===== src/rtl/matmul_result_writeback_if.sv =====
// Handshake bundle for the matmul result writeback block: job arm, result row stream, regfile writeback.
interface matmul_result_writeback_if #(
  parameter int DWIDTH     = 16,
  parameter int NUMLANES   = 8,
  parameter int REGIDWIDTH = 8
);
  logic                         arm;
  logic [REGIDWIDTH-1:0]        arm_dst;
  logic [NUMLANES-1:0]          arm_vmask;
  logic [NUMLANES-1:0]          arm_row_mask;
  logic                         busy;
  logic                         c_data_available;
  logic [NUMLANES*DWIDTH-1:0]   c_data;
  logic                         wb_valid;
  logic                         wb_ready;
  logic [REGIDWIDTH-1:0]        wb_dst;
  logic [NUMLANES*DWIDTH-1:0]   wb_data;
  logic [NUMLANES-1:0]          wb_mask;
  logic                         done;
  logic                         overflow;

  modport master (
    output arm, arm_dst, arm_vmask, arm_row_mask, c_data_available, c_data, wb_ready,
    input  busy, wb_valid, wb_dst, wb_data, wb_mask, done, overflow
  );

  modport slave (
    input  arm, arm_dst, arm_vmask, arm_row_mask, c_data_available, c_data, wb_ready,
    output busy, wb_valid, wb_dst, wb_data, wb_mask, done, overflow
  );
endinterface


===== src/rtl/matmul_result_writeback.sv =====
// Buffers the row-per-cycle matmul result stream in a FIFO and writes rows back one per wb handshake.
// Push-to-wb_valid latency 1 cycle; head holds while wb_ready is low, rows are dropped (overflow) when full.
module matmul_result_writeback #(
  parameter int DWIDTH     = 16,
  parameter int NUMLANES   = 8,
  parameter int REGIDWIDTH = 8,
  parameter int DEPTH      = 8
) (
  input logic                      clk,
  input logic                      reset,
  matmul_result_writeback_if.slave io
);
  localparam int AW     = (DEPTH > 1) ? $clog2(DEPTH) : 1;
  localparam int CNTW   = AW + 1;
  localparam int ROWIDW = (NUMLANES > 1) ? $clog2(NUMLANES) : 1;
  localparam int ROWW   = NUMLANES * DWIDTH;

  typedef enum logic [1:0] {IDLE, COLLECT, DRAIN} state_t;

  typedef struct packed {
    logic [REGIDWIDTH-1:0] dst;
    logic [ROWW-1:0]       data;
    logic [NUMLANES-1:0]   mask;
  } entry_t;

  state_t                state_q, state_d;
  logic [ROWIDW-1:0]     row_q, row_d;
  logic [REGIDWIDTH-1:0] dst_q, dst_d;
  logic [NUMLANES-1:0]   vmask_q, vmask_d;
  logic [NUMLANES-1:0]   rmask_q, rmask_d;
  logic                  ovf_q, ovf_d;
  logic                  done_q, done_d;
  logic [AW-1:0]         wr_ptr_q, wr_ptr_d;
  logic [AW-1:0]         rd_ptr_q, rd_ptr_d;
  logic [CNTW-1:0]       count_q, count_d;
  entry_t                mem_q [DEPTH];

  entry_t wr_entry;
  entry_t head;
  logic   valid;
  logic   beat, push_req, push, pop, full;

  always_comb begin
    state_d  = state_q;
    row_d    = row_q;
    dst_d    = dst_q;
    vmask_d  = vmask_q;
    rmask_d  = rmask_q;
    ovf_d    = ovf_q;
    done_d   = 1'b0;

    valid    = (count_q != '0);
    pop      = valid && io.wb_ready;
    full     = (count_q == CNTW'(DEPTH));
    beat     = (state_q == COLLECT) && io.c_data_available;
    push_req = beat && rmask_q[row_q];
    // A full FIFO still accepts a row when the head leaves in the same cycle.
    push     = push_req && (!full || pop);

    wr_entry.dst  = dst_q + REGIDWIDTH'(row_q);
    wr_entry.data = io.c_data;
    wr_entry.mask = vmask_q;

    wr_ptr_d = push ? wr_ptr_q + AW'(1) : wr_ptr_q;
    rd_ptr_d = pop  ? rd_ptr_q + AW'(1) : rd_ptr_q;
    count_d  = count_q;
    if (push && !pop) begin
      count_d = count_q + CNTW'(1);
    end else if (pop && !push) begin
      count_d = count_q - CNTW'(1);
    end

    case (state_q)
      IDLE: begin
        if (io.arm) begin
          dst_d   = io.arm_dst;
          vmask_d = io.arm_vmask;
          rmask_d = io.arm_row_mask;
          row_d   = '0;
          ovf_d   = 1'b0;
          state_d = COLLECT;
        end
      end
      COLLECT: begin
        if (beat) begin
          row_d = row_q + ROWIDW'(1);
          if (push_req && !push) begin
            ovf_d = 1'b1;
          end
          if (row_q == ROWIDW'(NUMLANES - 1)) begin
            state_d = DRAIN;
          end
        end
      end
      DRAIN: begin
        if (count_d == '0) begin
          state_d = IDLE;
          done_d  = 1'b1;
        end
      end
      default: state_d = IDLE;
    endcase
  end

  always_ff @(posedge clk) begin
    if (reset) begin
      state_q  <= IDLE;
      row_q    <= '0;
      dst_q    <= '0;
      vmask_q  <= '0;
      rmask_q  <= '0;
      ovf_q    <= 1'b0;
      done_q   <= 1'b0;
      wr_ptr_q <= '0;
      rd_ptr_q <= '0;
      count_q  <= '0;
    end else begin
      state_q  <= state_d;
      row_q    <= row_d;
      dst_q    <= dst_d;
      vmask_q  <= vmask_d;
      rmask_q  <= rmask_d;
      ovf_q    <= ovf_d;
      done_q   <= done_d;
      wr_ptr_q <= wr_ptr_d;
      rd_ptr_q <= rd_ptr_d;
      count_q  <= count_d;
    end
  end

  // Storage needs no reset: outputs are gated by the occupancy count.
  always_ff @(posedge clk) begin
    if (push) begin
      mem_q[wr_ptr_q] <= wr_entry;
    end
  end

  assign head        = mem_q[rd_ptr_q];
  assign io.busy     = (state_q != IDLE);
  assign io.wb_valid = valid;
  assign io.wb_dst   = valid ? head.dst  : '0;
  assign io.wb_data  = valid ? head.data : '0;
  assign io.wb_mask  = valid ? head.mask : '0;
  assign io.done     = done_q;
  assign io.overflow = ovf_q;
endmodule

===== src/flat_wrapper.sv =====
// flat-port wrapper written by rule: the top's interface ports become plain ports
module matmul_result_writeback_flat 
#(
  parameter int DWIDTH     = 16,
  parameter int NUMLANES   = 8,
  parameter int REGIDWIDTH = 8,
  parameter int DEPTH      = 8
)
  (clk, reset, io_arm, io_arm_dst, io_arm_vmask, io_arm_row_mask, io_c_data_available, io_c_data, io_wb_ready, io_busy, io_wb_valid, io_wb_dst, io_wb_data, io_wb_mask, io_done, io_overflow);
  matmul_result_writeback_if #(.DWIDTH(DWIDTH), .NUMLANES(NUMLANES), .REGIDWIDTH(REGIDWIDTH)) io_i ();
  input logic clk;
  input logic reset;
  input wire logic [$bits(io_i.arm)-1:0] io_arm;
  input wire logic [$bits(io_i.arm_dst)-1:0] io_arm_dst;
  input wire logic [$bits(io_i.arm_vmask)-1:0] io_arm_vmask;
  input wire logic [$bits(io_i.arm_row_mask)-1:0] io_arm_row_mask;
  input wire logic [$bits(io_i.c_data_available)-1:0] io_c_data_available;
  input wire logic [$bits(io_i.c_data)-1:0] io_c_data;
  input wire logic [$bits(io_i.wb_ready)-1:0] io_wb_ready;
  output wire logic [$bits(io_i.busy)-1:0] io_busy;
  output wire logic [$bits(io_i.wb_valid)-1:0] io_wb_valid;
  output wire logic [$bits(io_i.wb_dst)-1:0] io_wb_dst;
  output wire logic [$bits(io_i.wb_data)-1:0] io_wb_data;
  output wire logic [$bits(io_i.wb_mask)-1:0] io_wb_mask;
  output wire logic [$bits(io_i.done)-1:0] io_done;
  output wire logic [$bits(io_i.overflow)-1:0] io_overflow;
  assign io_i.arm = io_arm;
  assign io_i.arm_dst = io_arm_dst;
  assign io_i.arm_vmask = io_arm_vmask;
  assign io_i.arm_row_mask = io_arm_row_mask;
  assign io_i.c_data_available = io_c_data_available;
  assign io_i.c_data = io_c_data;
  assign io_i.wb_ready = io_wb_ready;
  assign io_busy = io_i.busy;
  assign io_wb_valid = io_i.wb_valid;
  assign io_wb_dst = io_i.wb_dst;
  assign io_wb_data = io_i.wb_data;
  assign io_wb_mask = io_i.wb_mask;
  assign io_done = io_i.done;
  assign io_overflow = io_i.overflow;
  matmul_result_writeback #(.DWIDTH(DWIDTH), .NUMLANES(NUMLANES), .REGIDWIDTH(REGIDWIDTH), .DEPTH(DEPTH)) u_core (.clk(clk), .reset(reset), .io(io_i));
endmodule

===== config.mk =====
export PLATFORM = sky130hd
export DESIGN_NAME = matmul_result_writeback_flat
export DESIGN_NICKNAME = d
export VERILOG_FILES = /design/src/rtl/matmul_result_writeback_if.sv /design/src/rtl/matmul_result_writeback.sv /design/src/flat_wrapper.sv
export SDC_FILE = /design/constraint.sdc
export NUM_CORES = 1
export LEC_CHECK = 0
export ABC_AREA = 0
export CORE_MARGIN = 5
export CORE_UTILIZATION = 40
export CTS_CLUSTER_SIZE = 12
export DETAILED_ROUTE_END_ITERATION = 8
export SLEW_MARGIN = 20
export SYNTH_ARGS = -nofsm -noshare
export SYNTH_HDL_FRONTEND = slang
export SYNTH_SLANG_ARGS = --single-unit
export TNS_END_PERCENT = 100

===== constraint.sdc =====
create_clock -name clk -period 14.2 [get_ports clk]
set_input_delay 3.55 -clock clk [delete_from_list [all_inputs] [get_ports clk]]
set_output_delay 3.55 -clock clk [all_outputs]
set_load 0.02 [all_outputs]

==> results.cfg, run 1 <==
[status]
status = completed

[synthesis]
synth-edff-count = 1152
syn_avg_cell_area_sq_um = 21.8
synth-seq-cells = 1196
syn_area_sq_um = 45700
syn-num-nets = 2262
synth_cell_types = 55
netlist_instances = 2095
synthArstFlopShare_pct = 0
yosys_warnings = 0
ys_seq_area_share_pct = 77.7
synthFlopType = edfxtp_1

[setup_path]
path_class = flip-flop to output pin
worstPathMaxFanout = 83
r2r_cells = 8
cpMaxStageDelayCell = dfxtp_4
cp.required_ns = 10.65
r2r-end = u_core.mem_q[7][62]
r2r_slack_ns = 9.47
worstPathArrival_ns = 4.19
slowest_delay_ns = 0.79
path_buf_inv = 3
r2r-start = u_core.count_q[0]
cp-start-kind = flip-flop
cp_cell_sequence = buf_12 -> buf_16 -> mux4_2 -> mux2i_1 -> nor2_1 -> clkdlybuf4s50_1
crit_family = buffers and inverters
worst_setup_path_end_kind = output pin

[route]
dr_total_vias = 21700
routed_wl_microns = 102000
drt_iter0_markers = 1576
viasPerCell = 5.33
avgRoutedWirePerCell_microns = 25.1
drc = 0
firstDrtPassIters = 5
ant_nets = 0

[die]
die_height_microns = 348
io_pins = 305
num_rows = 124
die_w_microns = 348
start_util_pct = 40.1
coreArea_sq_um = 114000
die_area_sq_um = 121000

[timing]
worst_slew_pin_slew_ns = 1.23
period_needed_ns = 7.74
worst_slack_ns = 6.46
clock_skew_ns = 0.0302
rsz0062_at_grt = false
hold_viol = 0
relSlewSlack_pct = 18.3
setup_viol = 0
drv_slew = 0
period_share_pct = 54.5
max_clock_freq_mhz = 129
fin_tns_setup_ns = 0

[flow_run]
max_cap_viol_count = 0

[placed_design]
placedInstanceArea_sq_um = 50500
preCtsSetupSlack_ns = 6.09
gp_routability_congestion = 0.763
portBuffers = 304
place_hpwl_microns = 54900

[final_layout]
final_common_cell = edfxtp_1
multi_input_area_sq_um = 9750
final_nets = 2623
drive_above_1_share_pct = 19.8
mostFrequentLayoutCells = edfxtp_1, clkdlybuf4s50_1, mux4_2
seq_area_sq_um = 35500
fin_area_sq_um = 54500
fillers = 9375
area_delta_synth_final_pct = 19.4

[global_route]
grt_first_pass_wirelength_microns = 153000
first_global_vias = 23500
gr-total-overflow = 0
antenna_found_initial = 15
grt.total_usage_pct = 16.8
grt_max_degree = 165

[min_path]
hold-path-cell-count = 2
holdCritPathClass = flip-flop to flip-flop
holdCritStartpoint = u_core.rmask_q[2]
holdPathEnd = u_core.rmask_q[2]

[power_and_ir_drop]
total_power_mw = 9.16
p_per_area_nw_per_um2 = 168
power_frac_seq_pct = 42.9
leakage_nw = 16.4
p_comb_share_pct = 23.1
switching_share_pct = 27.5
p_sw_mw = 2.52
p_int_mw = 6.64
ir_drop_uv = 275
pwr-share-clk_pct = 34.0

[clock_tree]
cts_resized = 0
clk_pin_slew_ns = 0.06
hold_buffers = 0
cts.path.max_buffers = 3
cts_root_buf = clkbuf_16
htreeDepth = 4
clk_latency_ns = 0.72
cts_setup_buffers = 0
clkSinkCount = 1196
tritoncts = built
numCtsBuffers = 131
-- power groups by stage --
stage                     clock [mW]  combinational [mW]  sequential (mW)
after floorplan                    0                1.26             3.97
after global placement             0                2.14             4.01
after detailed placement           0                2.16             4.01
after CTS                       3.20                2.17             3.93
after global routing            3.35                2.27             3.94
final                           3.11                2.11             3.93
-- stage by stage --
stage / std cells / util [%] / hold slack, ns
after detailed placement: 3834 / 44.4 / 0.449
after global routing: 4061 / 47.8 / 0.485
final: 4066 / 47.8 / 0.457
after CTS: 4059 / 47.8 / 0.458
after global placement: 3834 / 44.4 / 0.451
after floorplan: 2095 / - / 0.436
-- routing by layer --
layer / routed length [microns] / up-vias / track usage, %
li1: - / 9378 / -
met1: 41500 / 11500 / 21.8
met2: 52300 / 616 / 28.7
met3: 6270 / 158 / 3.92
met4: 1950 / 16 / 4.39
met5: 107 / - / 0
-- worst register-to-register path: stages, from the launching register on --
cell and delay, ns:
dfxtp_1 0.45, inv_1 0.12, ha_1 0.29, nor4bb_1 0.20
nor4_2 0.76, nand2_1 0.43, nor2_4 0.64, buf_4 0.67
buf_4 0.76
-- final cells by class --
type / instances / area share, %
Antenna cell: 6 / 0.0276
Multi-Input combinational cell: 778 / 17.9
Inverter: 10 / 0.0689
Tap cell: 1512 / 3.47
Clock inverter: 56 / 0.698
Clock buffer: 169 / 6.51
Timing Repair Buffer: 339 / 6.20
Sequential cell: 1196 / 65.1
-- sequential cells by signal, summed over array words and instances, names as in the netlist, named ones only --
signal,count
u_core.state_q,2
u_core.vmask_q,8
u_core.io.done,1
u_core.mem_q,1152
u_core.rmask_q,8
u_core.io.overflow,1
u_core.count_q,4
u_core.rd_ptr_q,3
u_core.wr_ptr_q,3
u_core.row_q,3
u_core.dst_q,8
-- kinds of logic after synthesis --
group | after synthesis | synth area share, %
flops | 1196 | 77.7
xor+xnor | 11 | 0.211
fa+ha+maj | 10 | 0.291
simple gates | 266 | 2.48
mux | 436 | 17.5
compound gates | 55 | 0.773
buf+inv | 121 | 1.09
-- Yosys cell counts, drive strengths merged, types with 2 or more instances --
library cell	number	area (sq um)
a21oi	30	150
or4	2	18.8
inv	10	37.5
xor2	3	26.3
dfxtp	44	881
buf	50	230
nand4b	4	35.0
o21ai	3	15.0
a31oi	4	25.0
nor2	167	627
mux4	288	6490
nand2b	4	25.0
ha	9	113
nand4	2	12.5
a221oi	2	23.8
nand3b	2	15.0
a22oi	2	15.0
nor2b	2	12.5
edfxtp	1152	34600
nand3	3	15.0
o2111ai	2	17.5
clkbuf	61	229
and2	2	12.5
nor3b	3	33.8
nor3	8	40.0
xnor2	8	70.1
nand2	61	229
mux2i	148	1480
-- worst max path at each step --
stage	endpoint	slack, ns	cells past startpoint
CTS	io_wb_data[96]	6.35	5
finish	io_wb_data[8]	6.46	6
global placement	u_core.mem_q[7][73]	6.11	8
global route	io_wb_data[1]	6.15	6
floorplan	u_core.mem_q[7][0]	2.90	5
detailed placement	u_core.mem_q[7][77]	6.09	8
No activity file was read; power rests on OpenSTA's default activity.
==> run 2: changes to the inputs <==
clock period = 8.04 ns   (was 14.2 ns; I/O delays follow)
==> run 2 against run 1 <==
Against the previous run: clock power increased by 75%; power grew 76%; global-route usage about the same; non-clock buffer count down 1; wire length is 0.38% lower; core utilization increased by 0.17 points; final area increased by 0.36%; die area did not move; flip-flop and latch count unchanged; sequential power up 77%; count of clock-buffer cells in the layout is 1 lower; largest cell class unchanged.
==> results.cfg, run 2 (synthesis results as in run 1) <==
[timing]
setup_viol = 0
relSlewSlack_pct = 23.6
rsz0062_at_grt = false
period_needed_ns = 5.96
clock_skew_ns = 0.0231
hold_viol = 0
max_clock_freq_mhz = 168
period_share_pct = 74.1
worst_slew_pin_slew_ns = 1.15
drv_slew = 0
fin_tns_setup_ns = 0

[setup_path]
cp-start-kind = flip-flop
path_class = flip-flop to output pin
worst_setup_path_end_kind = output pin
worstPathArrival_ns = 3.95
r2r_cells = 8
worstPathMaxFanout = 43
cp.required_ns = 6.03
r2r_slack_ns = 4.50
r2r-end = u_core.mem_q[1][130]
r2r-start = u_core.count_q[0]

[global_route]
antenna_found_initial = 25
gr-total-overflow = 0
grt.total_usage_pct = 16.7
grt_first_pass_wirelength_microns = 151000
grt_max_degree = 145
first_global_vias = 23300

[final_layout]
fin_area_sq_um = 54700
seq_area_sq_um = 35500
drive_above_1_share_pct = 19.8
final_common_cell = edfxtp_1
final_nets = 2622
final_core_util_pct = 48.0
mostFrequentLayoutCells = edfxtp_1, clkdlybuf4s50_1, mux4_2
multi_input_area_sq_um = 9750
fillers = 9210
area_delta_synth_final_pct = 19.8
largest_reg_flops = 1152
largest-register = u_core.mem_q

[route]
viasPerCell = 5.29
dr_total_vias = 21500
drt_iter0_markers = 1698
ant_nets = 0
drc = 0
avgRoutedWirePerCell_microns = 25.0
firstDrtPassIters = 5
routed_wl_microns = 102000

[min_path]
holdCritPathClass = flip-flop to flip-flop
hold-path-cell-count = 2
holdCritStartpoint = u_core.rmask_q[2]
holdPathEnd = u_core.rmask_q[2]

[power_and_ir_drop]
ir_drop_uv = 316
p_sw_mw = 4.41
leakage_nw = 16.5
switching_share_pct = 27.4
power_frac_seq_pct = 43.1
p_int_mw = 11.7
pwr-share-clk_pct = 33.8
p_per_area_nw_per_um2 = 295
p_comb_share_pct = 23.0

[placed_design]
gp_routability_congestion = 0.773
place_hpwl_microns = 55000
placedInstanceArea_sq_um = 50800
portBuffers = 304

[status]
status = completed

[die]
coreArea_sq_um = 114000
die_w_microns = 348
die_height_microns = 348
io_pins = 305
num_rows = 124
die_area_sq_um = 121000
start_util_pct = 40.1

[clock_tree]
cts.path.max_buffers = 3
cts_setup_buffers = 0
clk_pin_slew_ns = 0.06
tritoncts = built
clkSinkCount = 1196
cts_resized = 0
htreeDepth = 4
numCtsBuffers = 131
hold_buffers = 0
cts_root_buf = clkbuf_16
clk_latency_ns = 0.72

[flow_run]
max_cap_viol_count = 0
-- run 2: layout make-up --
type	instances	share of cell area (%)
inverter	10	0.0686
timing repair buffer	338	6.56
tap	1512	3.46
sequential	1196	64.9
multi-input combinational	778	17.8
clock inverter	58	0.668
antenna	10	0.0458
clock buffer	168	6.48
-- run 2: how the worst max path moves through the flow --
stage	endpoint	slack, ns	cells after the start
after global routing	io_wb_data[127]	1.71	5
after global placement	u_core.mem_q[2][137]	2.43	8
after floorplan	u_core.mem_q[7][0]	-1.72	5
final	io_wb_data[127]	2.08	5
after detailed placement	u_core.mem_q[1][118]	2.58	8
after CTS	io_wb_data[127]	1.87	5
-- run 2: routing by layer --
metal / routed length (microns) / vias up / track usage [%]
li1: - / 9378 / -
met1: 41900 / 11400 / 22.2
met2: 51500 / 540 / 28.1
met3: 6520 / 152 / 4.37
met4: 1710 / 20 / 3.74
met5: 130 / - / 0
-- run 2: critical path, stage by stage, from the launching register on --
cell	delay [ns]
dfxtp_4	0.97
buf_4	0.71
mux4_2	0.59
mux2i_1	0.18
nor2_1	0.13
clkdlybuf4s50_1	0.60
-- run 2: power by group through the flow --
stage / Clock, mW / Combinational (mW) / Sequential [mW]
floorplan: 0 / 2.22 / 7.01
global placement: 0 / 3.79 / 7.08
detailed placement: 0 / 3.81 / 7.09
CTS: 5.60 / 3.83 / 6.96
global route: 5.87 / 3.98 / 6.97
finish: 5.45 / 3.71 / 6.95
-- run 2: stage by stage --
stage	power (mW)	std cells	setup WS (ns)	hold WS [ns]
2_1_floorplan	9.23	2095	-1.72	0.436
3_3_place_gp	10.9	3833	2.43	0.452
3_5_place_dp	10.9	3834	2.58	0.457
4_1_cts	16.4	4060	1.87	0.465
5_1_grt	16.8	4060	1.71	0.477
6_report	16.1	4070	2.08	0.466
==> run 3: changes to the inputs <==
clock period = 4.8 ns   (was 8.04 ns; I/O delays follow)
==> run 3 against run 2 <==
Against the previous run: via count up 1.2%; critical endpoint is now io_wb_data[12]; non-clock buffer count up 44; combinational power up 74%; core utilization up 0.60 points; worst hold slack worse by 0.0080 ns; clock power up 73%; power up 70%; first-iteration DRC count up 1.6%; global-route usage up 0.069 points; sequential share of layout area down 0.79 points.
==> results.cfg, run 3 (synthesis results as in run 1) <==
[status]
status = completed

[placed_design]
dp.cells = 3878
gp_routability_congestion = 0.713
place_hpwl_microns = 58500
portBuffers = 304
placedInstanceArea_sq_um = 51300

[setup_path]
worstPathArrival_ns = 3.32
r2r_cells = 7
cp_cell_sequence = buf_12 -> buf_4 -> mux4_2 -> mux2i_1 -> nor2_1 -> clkdlybuf4s50_1
cp-start-kind = flip-flop
r2r-start = u_core.count_q[0]
cp.required_ns = 3.60
cpMaxStageDelayCell = dfxtp_4
r2r_slack_ns = 1.81
slowest_delay_ns = 0.65
worst_setup_path_end_kind = output pin
worstPathMaxFanout = 29
path_class = flip-flop to output pin
r2r-end = u_core.mem_q[4][31]

[clock_tree]
cts_setup_buffers = 0
cts_root_buf = clkbuf_16
numCtsBuffers = 131
cts_resized = 0
clk_latency_ns = 0.72
tritoncts = built
htreeDepth = 4
clk_pin_slew_ns = 0.06
cts.path.max_buffers = 3
clkSinkCount = 1196
hold_buffers = 0

[route]
ant_nets = 0
avgRoutedWirePerCell_microns = 24.7
drt_iter0_markers = 1726
drc = 0
viasPerCell = 5.30
routed_wl_microns = 102000
firstDrtPassIters = 5
dr_total_vias = 21800

[timing]
period_share_pct = 94.3
clock_skew_ns = 0.0174
relSlewSlack_pct = 41.1
setup_viol = 0
rsz0062_at_grt = false
max_clock_freq_mhz = 221
period_needed_ns = 4.52
drv_slew = 0
worst_slew_pin_slew_ns = 0.878
hold_viol = 0

[final_layout]
fin_cells = 4115
largest-register = u_core.mem_q
fillers = 9263
fin_area_sq_um = 55400
mostFrequentLayoutCells = edfxtp_1, clkdlybuf4s50_1, mux4_2
largest_reg_flops = 1152
drive_above_1_share_pct = 21.2
final_common_cell = edfxtp_1
final_nets = 2666
area_delta_synth_final_pct = 21.3

[min_path]
holdPathEnd = u_core.rmask_q[1]
holdCritPathClass = flip-flop to flip-flop
holdCritStartpoint = u_core.rmask_q[1]
hold-path-cell-count = 2

[die]
die_height_microns = 348
start_util_pct = 40.1
coreArea_sq_um = 114000
die_w_microns = 348
io_pins = 305
die_area_sq_um = 121000
num_rows = 124

[global_route]
gr-total-overflow = 0
first_global_vias = 23800
grt.total_usage_pct = 16.8
antenna_found_initial = 11
grt_first_pass_wirelength_microns = 153000
grt_max_degree = 74

[flow_run]
max_cap_viol_count = 0

[power_and_ir_drop]
p_per_area_nw_per_um2 = 496
ir_drop_uv = 353
leakage_nw = 16.8
[run 3: cell count changes in the layout (fill, tap and decap cells not counted), sizes merged]
cell / before / now
bufinv: 1 / 5
clkbuf: 168 / 180
clkinv: 48 / 37
buf: 34 / 78
diode: 10 / 6
[run 3: critical path, delay by kind of cell (launching register included)]
family | cells | cell delay [ns]
AND/OR/NAND/NOR | 1 | 0.09
flip-flops | 1 | 0.65
multiplexers | 2 | 0.63
buffers and inverters | 3 | 1.20
[run 3: layout make-up]
type / instances / area, sq um / area share (%)
antenna: 6 / 15.0 / 0.0271
clock buffer: 180 / 3600 / 6.50
clock inverter: 51 / 429 / 0.775
inverter: 10 / 37.5 / 0.0678
multi-input combinational: 778 / 9770 / 17.6
sequential: 1196 / 35500 / 64.1
tap: 1512 / 1890 / 3.42
timing repair buffer: 382 / 4140 / 7.48
[run 3: power by group]
group / leakage [nW] / internal, mW / switching [mW] / total, mW
Combinational: 4.12 / 3.01 / 3.44 / 6.45
Sequential: 10.7 / 11.5 / 0.0992 / 11.6
Clock: 1.95 / 5.52 / 3.89 / 9.41
Total: 16.8 / 20.0 / 7.43 / 27.5
[run 3: worst max path at each step]
stage / startpoint / endpoint / cells past startpoint
3_3_place_gp: io_c_data_available / u_core.mem_q[4][31] / 7
3_5_place_dp: io_c_data_available / u_core.mem_q[4][30] / 7
2_1_floorplan: io_c_data_available / u_core.mem_q[0][0] / 5
6_report: flip-flop / io_wb_data[12] / 6
4_1_cts: flip-flop / io_wb_data[12] / 6
5_1_grt: flip-flop / io_wb_data[33] / 6
[run 3: per-layer routing]
layer | wire length (microns) | GRT usage, % | up-vias
met5 | 57 | 0 | -
met4 | 1490 | 4.02 | 10
met3 | 5920 | 3.80 | 136
met2 | 51000 | 28.0 | 591
met1 | 43400 | 22.7 | 11600
li1 | - | - | 9469
[run 3: through the flow]
step	utilization (%)	TNS, ns	hold WS (ns)	total power [mW]	setup WS [ns]
2_1_floorplan	-	-362.22	0.436	15.5	-1.26
3_3_place_gp	45.1	0	0.452	18.3	0.791
3_5_place_dp	45.1	0	0.449	18.4	0.784
4_1_cts	48.6	0	0.456	27.9	0.171
5_1_grt	48.6	0	0.482	28.7	0.0903
6_report	48.6	0	0.458	27.5	0.275
